`config.mk`:
```
export PLATFORM = sky130hd
export DESIGN_NAME = adc_sar_sequencer_flat
export DESIGN_NICKNAME = d
export VERILOG_FILES = /design/src/rtl/adc_sar_if.sv /design/src/rtl/adc_sar_sequencer.sv /design/src/flat_wrapper.sv
export SDC_FILE = /design/constraint.sdc
export NUM_CORES = 1
export LEC_CHECK = 0
export ABC_AREA = 1
export CORE_UTILIZATION = 53
export CTS_CLUSTER_DIAMETER = 200
export CTS_CLUSTER_SIZE = 14
export DETAILED_ROUTE_END_ITERATION = 10
export HOLD_SLACK_MARGIN = 0.15
export PLACE_DENSITY_LB_ADDON = 0.15
export SETUP_SLACK_MARGIN = 0.5
export SLEW_MARGIN = 20
export SYNTH_ARGS = -nofsm -noshare
export SYNTH_HDL_FRONTEND = slang
export SYNTH_SLANG_ARGS = --single-unit
```
`constraint.sdc`:
```
create_clock -name clk -period 2 [get_ports clk]
set_input_delay 0.4 -clock clk [delete_from_list [all_inputs] [get_ports clk]]
set_output_delay 0.4 -clock clk [all_outputs]
set_load 0.01 [all_outputs]
```
`src/rtl/adc_sar_if.sv`:
```
// rtl/adc_sar_if.sv - control/data bundle between a SAR sequencer and its driver
//
// Groups the conversion request, timing configuration, comparator decision
// and all sequencer outputs into one bundle.
//   master : start, sample_cycles, settle_cycles, comp_in driven;
//            sample, dac_data, comp_strobe, busy, result, result_valid observed
//   slave  : the sequencer side (directions mirrored)
interface adc_sar_if #(
  parameter int RESOLUTION = 12,
  parameter int CNT_W      = 4
);
  logic                  start;
  logic [CNT_W-1:0]      sample_cycles;
  logic [CNT_W-1:0]      settle_cycles;
  logic                  comp_in;
  logic                  sample;
  logic [RESOLUTION-1:0] dac_data;
  logic                  comp_strobe;
  logic                  busy;
  logic [RESOLUTION-1:0] result;
  logic                  result_valid;

  modport master (
    output start, sample_cycles, settle_cycles, comp_in,
    input  sample, dac_data, comp_strobe, busy, result, result_valid
  );

  modport slave (
    input  start, sample_cycles, settle_cycles, comp_in,
    output sample, dac_data, comp_strobe, busy, result, result_valid
  );
endinterface

```
`src/rtl/adc_sar_sequencer.sv`:
```
// rtl/adc_sar_sequencer.sv - successive-approximation conversion controller
//
// Runs the track phase, then a binary search MSB to LSB: each trial code is
// driven on dac_data, allowed to settle, the comparator is strobed and its
// decision keeps or drops the trial bit. The final code is published with a
// one-cycle result_valid pulse.
// Ports:
//   clk  : single clock
//   rst  : synchronous, active-high reset
//   bus  : adc_sar_if.slave
//          start, sample_cycles, settle_cycles, comp_in (in)
//          sample, dac_data, comp_strobe, busy, result, result_valid (out)
module adc_sar_sequencer #(
  parameter int RESOLUTION = 12,
  parameter int CNT_W      = 4
) (
  input  logic      clk,
  input  logic      rst,
  adc_sar_if.slave  bus
);

  localparam int IDX_W = $clog2(RESOLUTION);
  localparam logic [RESOLUTION-1:0] MSB_CODE = {1'b1, {(RESOLUTION-1){1'b0}}};

  typedef enum logic [2:0] {
    IDLE,
    SAMPLE,
    SETTLE,
    STROBE,
    DECIDE,
    DONE
  } state_t;

  state_t                state, state_n;
  logic [CNT_W-1:0]      cnt, cnt_n;
  logic [CNT_W-1:0]      settle_lat, settle_lat_n;
  logic [IDX_W-1:0]      bit_idx, bit_idx_n;
  // The accumulator is the trial code itself, so dac_data is just this register.
  logic [RESOLUTION-1:0] acc, acc_n;
  logic [RESOLUTION-1:0] result_q, result_n;
  logic                  sample_q, sample_n;
  logic                  strobe_q, strobe_n;
  logic                  busy_q, busy_n;
  logic                  valid_q, valid_n;

  always_ff @(posedge clk) begin
    if (rst) begin
      state      <= IDLE;
      cnt        <= '0;
      settle_lat <= '0;
      bit_idx    <= '0;
      acc        <= MSB_CODE;
      result_q   <= '0;
      sample_q   <= 1'b0;
      strobe_q   <= 1'b0;
      busy_q     <= 1'b0;
      valid_q    <= 1'b0;
    end else begin
      state      <= state_n;
      cnt        <= cnt_n;
      settle_lat <= settle_lat_n;
      bit_idx    <= bit_idx_n;
      acc        <= acc_n;
      result_q   <= result_n;
      sample_q   <= sample_n;
      strobe_q   <= strobe_n;
      busy_q     <= busy_n;
      valid_q    <= valid_n;
    end
  end

  always_comb begin
    state_n      = state;
    cnt_n        = cnt;
    settle_lat_n = settle_lat;
    bit_idx_n    = bit_idx;
    acc_n        = acc;

    case (state)
      IDLE: begin
        acc_n = MSB_CODE;
        if (bus.start) begin
          settle_lat_n = bus.settle_cycles;
          // cnt counts down to zero, so a track length of S loads S-1; 0 behaves as 1.
          cnt_n     = (bus.sample_cycles == '0) ? '0 : bus.sample_cycles - CNT_W'(1);
          bit_idx_n = IDX_W'(RESOLUTION - 1);
          state_n   = SAMPLE;
        end
      end

      SAMPLE: begin
        if (cnt == '0) begin
          // The MSB trial is already on dac_data; a zero settle time goes straight to STROBE.
          state_n = (settle_lat == '0) ? STROBE : SETTLE;
          cnt_n   = (settle_lat == '0) ? '0 : settle_lat - CNT_W'(1);
        end else begin
          cnt_n = cnt - CNT_W'(1);
        end
      end

      SETTLE: begin
        if (cnt == '0) begin
          state_n = STROBE;
        end else begin
          cnt_n = cnt - CNT_W'(1);
        end
      end

      STROBE: begin
        state_n = DECIDE;
      end

      DECIDE: begin
        if (!bus.comp_in) begin
          acc_n[bit_idx] = 1'b0;
        end
        if (bit_idx == '0) begin
          state_n = DONE;
        end else begin
          bit_idx_n                   = bit_idx - IDX_W'(1);
          acc_n[bit_idx - IDX_W'(1)] = 1'b1;
          state_n = (settle_lat == '0) ? STROBE : SETTLE;
          cnt_n   = (settle_lat == '0) ? '0 : settle_lat - CNT_W'(1);
        end
      end

      DONE: begin
        // Preload the idle code so dac_data is back at mid-scale in the first IDLE cycle.
        acc_n   = MSB_CODE;
        state_n = IDLE;
      end

      default: begin
        acc_n   = MSB_CODE;
        state_n = IDLE;
      end
    endcase

    // All outputs are registered versions of what the next state implies.
    sample_n = (state_n == SAMPLE);
    strobe_n = (state_n == STROBE);
    busy_n   = (state_n != IDLE);
    valid_n  = (state_n == DONE);
    result_n = valid_n ? acc_n : result_q;
  end

  assign bus.sample       = sample_q;
  assign bus.dac_data     = acc;
  assign bus.comp_strobe  = strobe_q;
  assign bus.busy         = busy_q;
  assign bus.result       = result_q;
  assign bus.result_valid = valid_q;

endmodule

```
`src/flat_wrapper.sv`:
```
// flat-port wrapper written by rule: the top's interface ports become plain ports
module adc_sar_sequencer_flat 
#(
  parameter int RESOLUTION = 12,
  parameter int CNT_W      = 4
)
  (clk, rst, bus_start, bus_sample_cycles, bus_settle_cycles, bus_comp_in, bus_sample, bus_dac_data, bus_comp_strobe, bus_busy, bus_result, bus_result_valid);
  adc_sar_if #(.RESOLUTION(RESOLUTION), .CNT_W(CNT_W)) bus_i ();
  input  logic clk;
  input  logic rst;
  input wire logic [$bits(bus_i.start)-1:0] bus_start;
  input wire logic [$bits(bus_i.sample_cycles)-1:0] bus_sample_cycles;
  input wire logic [$bits(bus_i.settle_cycles)-1:0] bus_settle_cycles;
  input wire logic [$bits(bus_i.comp_in)-1:0] bus_comp_in;
  output wire logic [$bits(bus_i.sample)-1:0] bus_sample;
  output wire logic [$bits(bus_i.dac_data)-1:0] bus_dac_data;
  output wire logic [$bits(bus_i.comp_strobe)-1:0] bus_comp_strobe;
  output wire logic [$bits(bus_i.busy)-1:0] bus_busy;
  output wire logic [$bits(bus_i.result)-1:0] bus_result;
  output wire logic [$bits(bus_i.result_valid)-1:0] bus_result_valid;
  assign bus_i.start = bus_start;
  assign bus_i.sample_cycles = bus_sample_cycles;
  assign bus_i.settle_cycles = bus_settle_cycles;
  assign bus_i.comp_in = bus_comp_in;
  assign bus_sample = bus_i.sample;
  assign bus_dac_data = bus_i.dac_data;
  assign bus_comp_strobe = bus_i.comp_strobe;
  assign bus_busy = bus_i.busy;
  assign bus_result = bus_i.result;
  assign bus_result_valid = bus_i.result_valid;
  adc_sar_sequencer #(.RESOLUTION(RESOLUTION), .CNT_W(CNT_W)) u_core (.clk(clk), .rst(rst), .bus(bus_i));
endmodule
```
### Yosys cells after proc, flatten, opt, wreduce, memory -nomap -nowiden

Index checks and enable logic that the tools add are counted.

| operators by class | value |
|---|---|
| add/sub/neg operators | 4 |
| magnitude comparators | 4 |
| eq/ne operators | 10 |
| muxes and demuxes | 24 |
| bitwise logic cells | 3 |
| reductions and logical operators | 14 |

Operator list:

| operator | count |
|---|---|
| $mux W12 | 3 |
| $mux W4 | 8 |
| $pmux W12 S2 | 1 |
| $logic_not A4 Y1 | 4 |
| $pmux W4 S4 | 1 |
| $sub A4 B1 Y4 const B | 4 |
| $pmux W3 S5 | 1 |
| $and A12 B12 Y12 | 1 |
| $mux W3 | 4 |
| $not A12 Y12 | 1 |
| $or A12 B12 Y12 | 1 |
| $lt A4 B5 Y1 const B | 2 |
| $eq A3 B2 Y1 const B | 3 |
| $demux W1 S4 | 2 |
| $ge A4 B1 Y1 const B | 2 |
| $pmux W4 S2 | 1 |
| $eq A3 B1 Y1 const B | 2 |
| $eq A3 B3 Y1 const B | 2 |
| $ne A2 B2 Y1 const B | 3 |
| $reduce_and A4 Y1 | 1 |
| $reduce_bool A4 Y1 | 1 |
| $logic_not A3 Y1 | 1 |
| $mux W1 | 3 |
| $reduce_and A3 Y1 | 1 |
| 5 further kinds | 6 |

| word-level totals | value |
|---|---|
| register bits | 43 |
| bits of input ports | 12 |
| word-level logic and storage cells | 69 |

### Longest topological paths before layout

| logic depth | value |
|---|---|
| depth after elaboration | 11 |
| mapped depth | 11 |
| gate-level depth less buffers | 11 |

### Least setup slack after synthesis

Ideal clock, no wire load.

| timing path | value |
|---|---|
| path kind | register to register |
| start | register u_core.bit_idx[0] |
| end | register u_core.cnt[0] |
| library setup time | 115 ps |
| arrival time | 1,444 ps |
| path slack | 442 ps |
| cell stages (with the launch flop) | 11 |
| path buffers | 0 |
| period minus slack after synthesis | 1,558 ps |
| cell sequence | dfxtp_1 > inv_1 > ha_1 > nand2_4 > nor2_8 > inv_2 > nand2_2 > nor2_4 > o21ai_2 > nor2_1 > nor2_1 |

| between the ends | value |
|---|---|
| cells in the longest elaborated chain, start to end | 3 |

Ends and longest elaborated chain:

| element | RTL line | RTL |
|---|---|---|
| start, declared | adc_sar_sequencer.sv:37 | `logic [IDX_W-1:0] bit_idx, bit_idx_n;` |
| start signal, assigned | adc_sar_sequencer.sv:62 | `bit_idx <= bit_idx_n;` |
| $logic_not A4 Y1 | adc_sar_sequencer.sv:117 | `if (bit_idx == '0) begin` |
| $ne A2 B2 Y1 (no line) | n/a |  |
| $reduce_and A4 Y1 (no line) | n/a |  |
| end signal, assigned | adc_sar_sequencer.sv:60 | `cnt <= cnt_n;` |
| end, declared | adc_sar_sequencer.sv:35 | `logic [CNT_W-1:0] cnt, cnt_n;` |

No other way between the ends.
A chain may end at the register's enable or synchronous reset.

### Final worst setup path

Same ends and word-level chain as after synthesis.

==> reports/metrics.csv <==
metric,value,unit
outcome,"finished, final reports clean",
max_slew_margin,0.780,
clock_power_share,0.220,
synth_area,2420,um2
drtIter0Drc,188,
worstMarginPinSlew,0.326,ns
crit_required,2.20,ns
ctsRootBufferMaster,clkbuf_8,
dp.cells,437,
setup_slack,0.561,ns
cts_htree_levels,2,
synth_cells,352,
synth_cell_type_count,33,
tns,0,ns
clock_sinks,43,
stdcell_count,450,
pre_cts_ws,0.224,ns
ioPinCount,40,
grt_max_degree,30,
setup_violations,0,
nFillCells,391,
timing.fmax,0.695,GHz
route.detailed.drc,0,
rsz0062_at_grt,yes,
start_kind,register,
max-vdd-ir-drop,0.764,mV
numCtsBuffers,5,
grt_pass1_vias,2192,
min_period_over_period,0.720,
drv_slew,0,
crit_path_end_kind,register,
gp_congestion,0.904,
yosysSeqAreaShare,0.356,
final-hold-violation-count,0,
chipHeight,69.6,um
cts.reportedPaths.clkPinSlew,0.09,ns
power_frac_seq,0.347,
cp.arrival,1.64,ns
via_count,2389,
synthToLayoutAreaGrowth,27.5,%
syn_area_per_cell,6.87,um2
synth_nets,376,
viasPerCell,5.31,
hpwl,4130,um
cts_tree,done,
overflow,0,
grt_pass1_wl,9470,um
pwr-share-comb,0.433,
yosys_register_bits,43,
register_area,878,um2
wl_per_cell,13.1,um
power,3.15,mW
ys_warn_count,0,
insertedDiodeCount,0,
antenna_found_initial,0,
hp-class,input port to register,
gr-usage-all-layers,0.245,
rows,24,
drv_cap,0,
skew,0.00500,ns
firstDrtPassIters,5,
core,4380,um2
die_area,4840,um2
powerDensity,1020,nW/um2
min_period,1.44,ns
hold_buffers,0,
worstSetupPathType,register to register,
totalWireLength,5880,um
fin_nets,421,
clock_insertion_delay_worst_skew,0.30,ns
initial_utilization,0.552,
p_sw,1.28,mW
portBuffers,39,
die_x,69.6,um
leakage,1.53,nW
multi_input_area,1400,um2
intPower,1.87,mW
path_max_fanout,8,
swShare,0.407,
detail-route-antenna-nets,0,
drive_above_1_share,0.173,
cts_max_path_buffers,2,
-- Yosys cell counts --
cell,number,area share
a21oi_1,24,0.050
a211oi_1,2,0.0062
a221oi_2,1,0.0062
nor2_1,46,0.071
nand2_1,77,0.12
ha_1,12,0.062
nand2_4,2,0.0093
nor2_8,1,0.0083
nand3_2,2,0.0083
clkbuf_1,3,0.0047
o21ai_0,24,0.050
xnor2_1,2,0.0072
clkbuf_8,1,0.0057
nand4_1,10,0.026
a31oi_1,1,0.0026
inv_1,43,0.067
a22oi_1,1,0.0031
inv_2,5,0.0078
nand3b_1,1,0.0031
nor3_1,4,0.0083
dfxtp_1,43,0.36
nand3_1,23,0.048
buf_2,1,0.0021
buf_1,1,0.0015
o21ai_2,1,0.0036
nor2_2,4,0.010
o21ai_1,5,0.010
or2_2,1,0.0026
buf_4,2,0.0062
buf_6,1,0.0047
nand2_2,3,0.0078
nor2_4,4,0.019
xor2_1,1,0.0036
-- per-stage QoR --
| step | util | instance area (um2) | hold slack, ns |
|---|---|---|---|
| floorplan | - | 2420 | 0.460 |
| global placement | 0.648 | 2840 | 0.480 |
| detailed placement | 0.648 | 2840 | 0.492 |
| CTS | 0.680 | 2980 | 0.508 |
| global route | 0.704 | 3090 | 0.528 |
| finish | 0.704 | 3090 | 0.497 |
-- cell type report --
class,instances,area share
clock buffer,5,0.0223
clock inverter,3,0.0142
inverter,48,0.0624
multi-input combinational,252,0.455
sequential,43,0.285
tap,52,0.0211
timing repair buffer,47,0.141
-- metal layers --
| metal | up-vias | global-route usage | wire length (um) |
|---|---|---|---|
| met5 | - | 0 | 0 |
| met4 | 0 | 0.0907 | 145 |
| met3 | 12 | 0.0494 | 313 |
| met2 | 66 | 0.450 | 2970 |
| met1 | 1086 | 0.275 | 2450 |
| li1 | 1225 | - | - |
-- worst max-delay path, cell delays in order (launching register included) --
cell and delay [ns]:
dfxtp_4 0.41, inv_8 0.06, ha_4 0.19, nand2_4 0.09, nor2_8 0.04, inv_2 0.07, nand2_2 0.06, nor2_4 0.19
o21ai_2 0.09, nor2_1 0.09, nor2_1 0.04
-- kinds of logic after synthesis --
group                      after synthesis  synth area share
and+or+nand+nor                        178             0.341
AOI/OAI and AO/OA                       59             0.131
buffers and inverters                   57            0.0993
DFF                                     43             0.356
adders and majority gates               12            0.0620
xor gates and xnor gates                 3            0.0109
-- final timing paths --
check	from	to	slack [ns]	cells after the start
worst max-delay path	u_core.bit_idx[0]$_SDFFE_PP0P_	u_core.cnt[0]$_SDFFE_PP0P_	0.56	10
worst min register to register	u_core.bus.dac_data[0]$_SDFF_PP0_	u_core.bus.dac_data[0]$_SDFF_PP0_	0.51	2
worst max register to register	u_core.bit_idx[0]$_SDFFE_PP0P_	u_core.cnt[0]$_SDFFE_PP0P_	0.56	10
worst min-delay path	bus_sample_cycles[0]	u_core.cnt[0]$_SDFFE_PP0P_	0.50	4
-- power by group through the flow --
stage	Clock (mW)	Sequential [mW]	Combinational, mW
floorplan	0	1.08	0.884
global placement	0	1.09	1.16
CTS	0.703	1.08	1.24
detailed placement	0	1.09	1.19
global route	0.740	1.10	1.51
finish	0.694	1.09	1.36
-- flip-flops by register name, indices dropped and copies added, names as in the netlist --
name                     flops
u_core.bit_idx               4
u_core.bus.comp_strobe       1
u_core.bus.dac_data         12
u_core.bus.result           12
u_core.settle_lat            4
u_core.cnt                   4
u_core.bus.result_valid      1
u_core.bus.busy              1
u_core.bus.sample            1
u_core.state                 3
-- repair_timing --
item,4_1_cts,5_1_grt
cloned,0,0
pin swaps,2,10
gates resized for setup,43,32
setup endpoints to repair,62,27
buffers inserted,1,4
-- placed cells by master, fill, tap and decap left out, types with 9 or more instances in the layout --
cell type         n
nand4_1          10
clkdlybuf4s50_1  10
a21oi_1          21
inv_1            39
nand3_1          22
nor2_1           44
dlygate4sd2_1    28
o21ai_0          20
nand2_1          70
o21ai_1           9
ha_1              9
nand2_2           9
dfxtp_1          35
Note: power is estimated with default switching activity, not from simulation.
